===== src/rtl/vmult_lane_sequencer.sv =====
// Time-multiplexes one combinational fp16 multiplier across a LANES-wide vector.
// Enabled lanes are issued lowest-first, one per cycle; disabled lanes are skipped at no cost.
module vmult_lane_sequencer #(
  parameter int LANES = 4,
  parameter int DW    = 16
) (
  input  logic                clk,
  input  logic                rst_n,
  input  logic                start,
  input  logic [LANES*DW-1:0] vec_a,
  input  logic [LANES*DW-1:0] vec_b,
  input  logic [LANES-1:0]    lane_en,
  output logic                busy,
  output logic                done,
  output logic [LANES*DW-1:0] result,
  output logic                overflow,
  output logic [LANES-1:0]    overflow_mask,
  output logic [DW-1:0]       mul_a,
  output logic [DW-1:0]       mul_b,
  input  logic [DW-1:0]       mul_product,
  input  logic                mul_overflow
);

  localparam int IW = (LANES > 1) ? $clog2(LANES) : 1;

  typedef enum logic {IDLE, RUN} state_t;

  state_t              state_reg, state_next;
  logic [LANES*DW-1:0] a_reg, a_next;
  logic [LANES*DW-1:0] b_reg, b_next;
  logic [LANES-1:0]    en_reg, en_next;
  logic [IW-1:0]       cur_reg, cur_next;
  logic [LANES*DW-1:0] result_reg, result_next;
  logic [LANES-1:0]    mask_reg, mask_next;
  logic                ovf_reg, ovf_next;
  logic                busy_reg, busy_next;
  logic                done_reg, done_next;
  logic [DW-1:0]       mul_a_reg, mul_a_next;
  logic [DW-1:0]       mul_b_reg, mul_b_next;

  logic [DW-1:0] a_lane  [LANES];
  logic [DW-1:0] b_lane  [LANES];
  logic [DW-1:0] va_lane [LANES];
  logic [DW-1:0] vb_lane [LANES];

  generate
    for (genvar gi = 0; gi < LANES; gi++) begin : g_lane
      assign a_lane[gi]  = a_reg[gi*DW +: DW];
      assign b_lane[gi]  = b_reg[gi*DW +: DW];
      assign va_lane[gi] = vec_a[gi*DW +: DW];
      assign vb_lane[gi] = vec_b[gi*DW +: DW];
    end
  endgenerate

  // Priority searches: lowest enabled lane of the incoming request, and the
  // next enabled lane strictly above the one currently in the multiplier.
  logic [IW-1:0] first_idx;
  logic [IW-1:0] next_idx;
  logic          next_found;

  always_comb begin
    first_idx = '0;
    for (int k = LANES - 1; k >= 0; k--) begin
      if (lane_en[k]) first_idx = IW'(k);
    end
  end

  always_comb begin
    next_found = 1'b0;
    next_idx   = cur_reg;
    for (int k = LANES - 1; k >= 0; k--) begin
      if (en_reg[k] && (k > int'(cur_reg))) begin
        next_found = 1'b1;
        next_idx   = IW'(k);
      end
    end
  end

  always_ff @(posedge clk or negedge rst_n) begin
    if (!rst_n) begin
      state_reg  <= IDLE;
      a_reg      <= '0;
      b_reg      <= '0;
      en_reg     <= '0;
      cur_reg    <= '0;
      result_reg <= '0;
      mask_reg   <= '0;
      ovf_reg    <= 1'b0;
      busy_reg   <= 1'b0;
      done_reg   <= 1'b0;
      mul_a_reg  <= '0;
      mul_b_reg  <= '0;
    end else begin
      state_reg  <= state_next;
      a_reg      <= a_next;
      b_reg      <= b_next;
      en_reg     <= en_next;
      cur_reg    <= cur_next;
      result_reg <= result_next;
      mask_reg   <= mask_next;
      ovf_reg    <= ovf_next;
      busy_reg   <= busy_next;
      done_reg   <= done_next;
      mul_a_reg  <= mul_a_next;
      mul_b_reg  <= mul_b_next;
    end
  end

  always_comb begin
    state_next = state_reg;
    case (state_reg)
      IDLE:    if (start && (lane_en != '0)) state_next = RUN;
      RUN:     if (!next_found) state_next = IDLE;
      default: state_next = IDLE;
    endcase
  end

  always_comb begin
    a_next      = a_reg;
    b_next      = b_reg;
    en_next     = en_reg;
    cur_next    = cur_reg;
    result_next = result_reg;
    mask_next   = mask_reg;
    ovf_next    = ovf_reg;
    busy_next   = busy_reg;
    done_next   = 1'b0;
    mul_a_next  = mul_a_reg;
    mul_b_next  = mul_b_reg;
    case (state_reg)
      IDLE: begin
        if (start) begin
          a_next    = vec_a;
          b_next    = vec_b;
          en_next   = lane_en;
          mask_next = '0;
          ovf_next  = 1'b0;
          for (int k = 0; k < LANES; k++) begin
            if (!lane_en[k]) result_next[k*DW +: DW] = '0;
          end
          if (lane_en != '0) begin
            cur_next   = first_idx;
            mul_a_next = va_lane[first_idx];
            mul_b_next = vb_lane[first_idx];
            busy_next  = 1'b1;
          end else begin
            done_next = 1'b1;
          end
        end
      end
      RUN: begin
        result_next[int'(cur_reg)*DW +: DW] = mul_product;
        mask_next[cur_reg] = mul_overflow;
        ovf_next = ovf_reg | mul_overflow;
        if (next_found) begin
          cur_next   = next_idx;
          mul_a_next = a_lane[next_idx];
          mul_b_next = b_lane[next_idx];
        end else begin
          done_next  = 1'b1;
          busy_next  = 1'b0;
          mul_a_next = '0;
          mul_b_next = '0;
        end
      end
      default: ;
    endcase
  end

  assign busy          = busy_reg;
  assign done          = done_reg;
  assign result        = result_reg;
  assign overflow      = ovf_reg;
  assign overflow_mask = mask_reg;
  assign mul_a         = mul_a_reg;
  assign mul_b         = mul_b_reg;

endmodule


===== config.mk =====
export PLATFORM = sky130hd
export DESIGN_NAME = vmult_lane_sequencer
export DESIGN_NICKNAME = d
export VERILOG_FILES = /design/src/rtl/vmult_lane_sequencer.sv
export SDC_FILE = /design/constraint.sdc
export NUM_CORES = 1
export LEC_CHECK = 0
export ABC_AREA = 1
export CORE_ASPECT_RATIO = 0.6
export CORE_MARGIN = 4
export CORE_UTILIZATION = 36
export CTS_BUF_LIST = sky130_fd_sc_hd__clkbuf_8
export CTS_CLUSTER_SIZE = 20
export DETAILED_ROUTE_END_ITERATION = 10
export DONT_BUFFER_PORTS = 1
export PLACE_DENSITY_LB_ADDON = 0.08
export SYNTH_ARGS = -nofsm -noshare
export SYNTH_HDL_FRONTEND = slang
export SYNTH_SLANG_ARGS = --single-unit
export TNS_END_PERCENT = 100

===== constraint.sdc =====
create_clock -name clk -period 3.21 [get_ports clk]
set_input_delay 0.4815 -clock clk [delete_from_list [all_inputs] [get_ports clk]]
set_output_delay 0.4815 -clock clk [all_outputs]
set_load 0.01 [all_outputs]

# [Word-level counts from Yosys, hierarchy flattened]
# Cells that the tools add are included.
[op_classes] addsub=1 n_lt_le_gt_ge=7 eq_ne=8 n_shift=2 n_mux=59 bitwise=4 reduce_logical=14
[ops] op="$mux 16" n=18
[ops] op="$bmux 16 s2" n=4
[ops] op="$pmux 64 s2" n=1
[ops] op="$bwmux 64" n=1
[ops] op="$mux 64" n=1
[ops] op="$pmux 16 s2" n=2
[ops] op="$shift 16x33->64 const A" n=1
[ops] op="$shiftx 16x33->64" n=1
[ops] op="$neg 6->33" n=1
[ops] op="$mux 2" n=10
[ops] op="$ne 2x2->1 const B" n=7
[ops] op="$mux 1" n=13
[ops] op="$reduce_and 2->1" n=6
[ops] op="$pmux 1 s2" n=4
[ops] op="$pmux 4 s2" n=1
[ops] op="$ge 3x3->1 const B" n=2
[ops] op="$not 2->3" n=2
[ops] op="$reduce_and 3->1" n=2
[ops] op="$logic_and 1x1->1" n=5
[ops] op="$bwmux 4" n=1
[ops] op="$gt 2x2->1 const A" n=2
[ops] op="$mux 4" n=1
[ops] op="$pmux 2 s2" n=1
[ops] op="$reduce_bool 4->1" n=1
[ops] op="7 further kinds" n=7
[word_totals] register_bits=238 out_inout_bits=103

# [Longest topological paths before layout]
[depth] word_depth=11 depth_mapped=13 depth_no_buf=11

# [Least setup slack after synthesis]
# No wires, ideal clock.
[synth_path] path_kind="reg-to-reg" start="register cur_reg[0]" end="register mul_b_reg[2], in the netlist mul_b[2]" setup_ns=0.121 arrival_ns=1.706 path_slack_ns=1.383 path_stages_with_launch=14 path_cell_list="dfrtp_1 buf_4 inv_2 ha_1 nor2_1 nand2_1 nand2_1 nand2_1 clkbuf_1 nor2_1 nand2_1 nand2_1 nand2_1 a21oi_1"
[synth_between] elab_chain_len=11 word_cells_on_any_way=18 classes_between="order compare: 3; mux: 11; bitwise: 1; reduce/logical: 3"
[synth_rtl] item="from (decl)" line_no="32" rtl="logic [IW-1:0] cur_reg, cur_next;"
[synth_rtl] item="from (signal assigned)" line_no="98" rtl="cur_reg <= cur_next;"
[synth_rtl] item="$gt 2x2->1" line_no="72" rtl="if (en_reg[k] && (k > int'(cur_reg))) begin"
[synth_rtl] item="$logic_and 1x1->1" line_no="72"
[synth_rtl] item="$mux 2 (3 in series)" line_no="72"
[synth_rtl] item="$not 2->3 (not written as such)" line_no="158" rtl="mul_b_next = b_lane[next_idx];"
[synth_rtl] item="$bmux 16 s2" line_no="158"
[synth_rtl] item="$mux 16 (not written as such) (2 in series)" line_no="158"
[synth_rtl] item="$mux 16 (*)" line_no="155" rtl="if (next_found) begin"
[synth_rtl] item="$pmux 16 s2 (*)" line_no="130" rtl="case (state_reg)"
[synth_rtl] item="to (signal assigned)" line_no="105" rtl="mul_b_reg <= mul_b_next;"
[synth_rtl] item="to (decl)" line_no="39" rtl="logic [DW-1:0] mul_b_reg, mul_b_next;"
# Mark *: on every way between the ends. The rest lies on a longest branch, timed or not. The select of a mux whose other input is x is not followed.
# A chain may end at the register's enable or synchronous reset.

# [Final worst setup path]
[layout_path] start="register state_reg" end="register a_reg[56]"
[layout_between] elab_chain_len=2
[layout_rtl] item="from (decl)" line_no="28" rtl="state_t state_reg, state_next;"
[layout_rtl] item="from (signal assigned)" line_no="94" rtl="state_reg <= state_next;"
[layout_rtl] item="$not 1->1 (no source line)"
[layout_rtl] item="$reduce_and 2->1 (no source line)"
[layout_rtl] item="to (signal assigned)" line_no="95" rtl="a_reg <= a_next;"
[layout_rtl] item="to (decl)" line_no="29" rtl="logic [LANES*DW-1:0] a_reg, a_next;"
# Every way passes these cells.

==> run_results.csv <==
group,metric,value,unit
sta,setup_ws,0.731,ns
drt,met2_length,17.9,mm
drt,num_vias,10392,
setup_path,cp.arrival,2.88,ns
synth,syn-num-nets,1761,
synth,synth.distinct_cells,28,
clock_network,clk_pin_slew,0.07,ns
drt,routed.top_layer,"met4",
setup_path,criticalPathCategory,"register to register",
synth,synth_top_family_by_area,"simple AND/OR/NAND/NOR gates",
status,outcome,"complete, but fails checks",
drt,wl_met1,20.5,mm
clock_network,postCtsHoldBufs,14,
setup_path,required,3.61,ns
sta,tns,0,ns
place,place_congestion,0.807,
drt,ant_nets,0,
clock_network,root_buffer,"clkbuf_8",
synth,synth_edf_count,0,
drt,drt_wl_total,41.5,mm
sta,slew_viol_final,0,
synth,yosys.cell_count.top_type,"nand2_1",
global_routing,grt_max_degree,238,
cells_and_area,drive_above_1_share,6.44,%
cells_and_area,layout.nets,1747,
die,die_h,150,um
place,pre_cts_slack,0.801,ns
synth,synthXorXnorAreaFrac,0,%
sta,rsz0062_at_grt,"no",
drt,first_pass_iters,5,
cells_and_area,multi_input_area,4790,um^2
synth,synth_area_leaders,"dfrtp_1 (49%), nand2_1 (13%), inv_1 (7.5%)",
synth,synthMuxAreaShare,0,%
synth,yosys.area_share.adder,0.515,%
setup_path,cp-start-kind,"register",
sta,skew,0.0298,ns
power_and_ir_drop,max-vdd-ir-drop,0.000508,V
setup_path,crit_chain,"inv_2 > nand2_4 > inv_1 > buf_4 > nand2_1 > o21ai_0",
clock_network,cts_buffers,41,
synth,synth_commonest_cells,"nand2_1 (409), inv_1 (243), dfrtp_1 (237)",
sta,period_needed,2.48,ns
cells_and_area,num-fill-cells,3478,
power_and_ir_drop,p_leak,6.79,nW
global_routing,overflow,0,
synth,synth_flop_cell,"dfrtp_1",
clock_network,clock-sinks,237,
setup_path,crit_fanout,43,
drt,routedWlPerCell,20.1,um
synth,yosys.area.top_type_share,48.8,%
die,rows,51,
sta,setup_viol,0,
cells_and_area,ff_latch_area,5930,um^2
cells_and_area,area_growth,10.2,%
synth,ys_seq_area_share,48.8,%
cells_and_area,antennaDiodeCount,0,
die,dieArea,36800,um^2
setup_path,slowest_stage,"dfrtp_1",
clock_network,ctsResizeCount,0,
clock_network,cts_tree,"built",
die,start_util,37.0,%
sta,holdWs,-0.397,ns
clock_network,clockBufferDepth,3,
global_routing,grtUsageTotal,22.2,%
setup_path,cp.buffers_inverters,3,
synth,yosys.area.top_type,"dfrtp_1",
flow_run,maxCapViolCount,0,
setup_path,crit_family,"flip-flops",
global_routing,grt_pass1_wl,63.5,mm
place,hpwlAfterDp,27.2,mm
synth,netlist_area,12100,um^2
synth,synth.yosys.warnings,0,
synth,syn-instance-count,1604,
clock_network,ctsHtreeMaxLevel,2,
place,port_buffers,0,
drt,wl_met3,2.48,mm
synth,synth-seq-cells,237,
clock_network,postCtsSetupRepairBufs,0,
hold_path,holdCritPathClass,"primary input to asynchronous set/reset pin",
drt,routed_via_density,5.03,
drt,drt_iter0_drc,823,
die,ioPinCount,255,
clock_network,clk_latency,0.57,ns
global_routing,antenna_found_initial,0,
synth,avgSynthCellArea,7.57,um^2
setup_path,crit_path_end_kind,"register",
synth,async_flop_share,100,%
drt,drc,0,
synth,synth-compound-area-share,11.2,%
sta,max_freq,403,MHz
sta,worstMarginPinSlew,0.873,ns
synth,synthSimpleGateAreaFrac,27.5,%
sta,finalHoldViolations,237,
die,chipWidth,245,um
setup_path,cpPeakStageDelay,0.80,ns
power_and_ir_drop,power.density,1030,nW/um^2
sta,slew_headroom,41.7,%
die,core_area,32900,um^2
status,violations,"hold timing",
sta,fin_crit_sh,77.2,%
global_routing,grt_pass1_vias,10214,
[stage by stage]
step / instances / total power, mW / instance area, um^2 / util, % / hold WS, ns
floorplan: 1604 / 9.39 / 12100 / - / 0.186
global placement: 1983 / 11.1 / 12500 / 38.0 / 0.192
detailed placement: 1983 / 11.2 / 12500 / 38.0 / 0.194
CTS: 2064 / 14.0 / 13400 / 40.7 / -0.439
global route: 2064 / 15.0 / 13400 / 40.7 / -0.443
finish: 2064 / 13.8 / 13400 / 40.7 / -0.397
[power breakdown]
group / internal [mW] / switching, mW
Clock: 1.37 / 1.30
Combinational: 1.95 / 3.84
Sequential: 4.26 / 1.10
[worst register-to-register path, cell delays in order (launching register included)]
cell     delay, ns
dfrtp_1       0.80
inv_2         0.37
nand2_4       0.48
inv_1         0.12
buf_4         0.29
nand2_1       0.16
o21ai_0       0.09
[cell families (layout without fill, tap and decap cells)]
logic type,Yosys count,in the layout
AND/OR/NAND/NOR,769,769
buffers and inverters,349,359
AO/OA/AOI/OAI,244,244
flip-flops,237,237
adder cells (fa/ha/maj),5,5
[cell usage in the layout (no fill, tap or decap), types with 6 or more instances in the layout]
cell type	netlist	layout
nand3b_1	54	54
o21ai_1	6	6
nor2_1	121	121
inv_1	243	254
buf_4	6	26
o21ai_0	135	135
nand3_1	175	175
nand2_1	409	405
o32ai_1	16	16
clkbuf_8	0	49
a21oi_1	33	33
nand2_2	4	6
dfrtp_1	237	237
dlygate4sd3_1	0	14
o22ai_1	48	48
[final timing paths]
check | start | to | slack, ns | cells past startpoint
worst max-delay path | state_reg | a_reg[56] | 0.73 | 6
worst min-delay path | rst_n | result[18] | -0.40 | 0
worst max register to register | state_reg | a_reg[56] | 0.73 | 6
worst min register to register | b_reg[8] | b_reg[8] | 0.47 | 2
max in group asynchronous | rst_n | b_reg[40] | 3.17 | 0
min in group clk | vec_a[37] | a_reg[37] | 0.04 | 2
[metal layers]
metal | vias to the layer above | GRT usage (%)
met5 | - | 0
met3 | 49 | 4.93
met2 | 268 | 33.2
li1 | 5054 | -
met1 | 5021 | 33.2
met4 | 0 | 4.67
[layout make-up]
type / instances / area share, %
flip-flops and latches: 237 / 44.3
repair buffers: 44 / 3.10
multi-input cells: 1018 / 35.8
clock buffers: 49 / 5.04
clock inverters: 18 / 0.608
inverters: 248 / 6.95
well taps: 450 / 4.21
(Power assumes the default switching activity.)
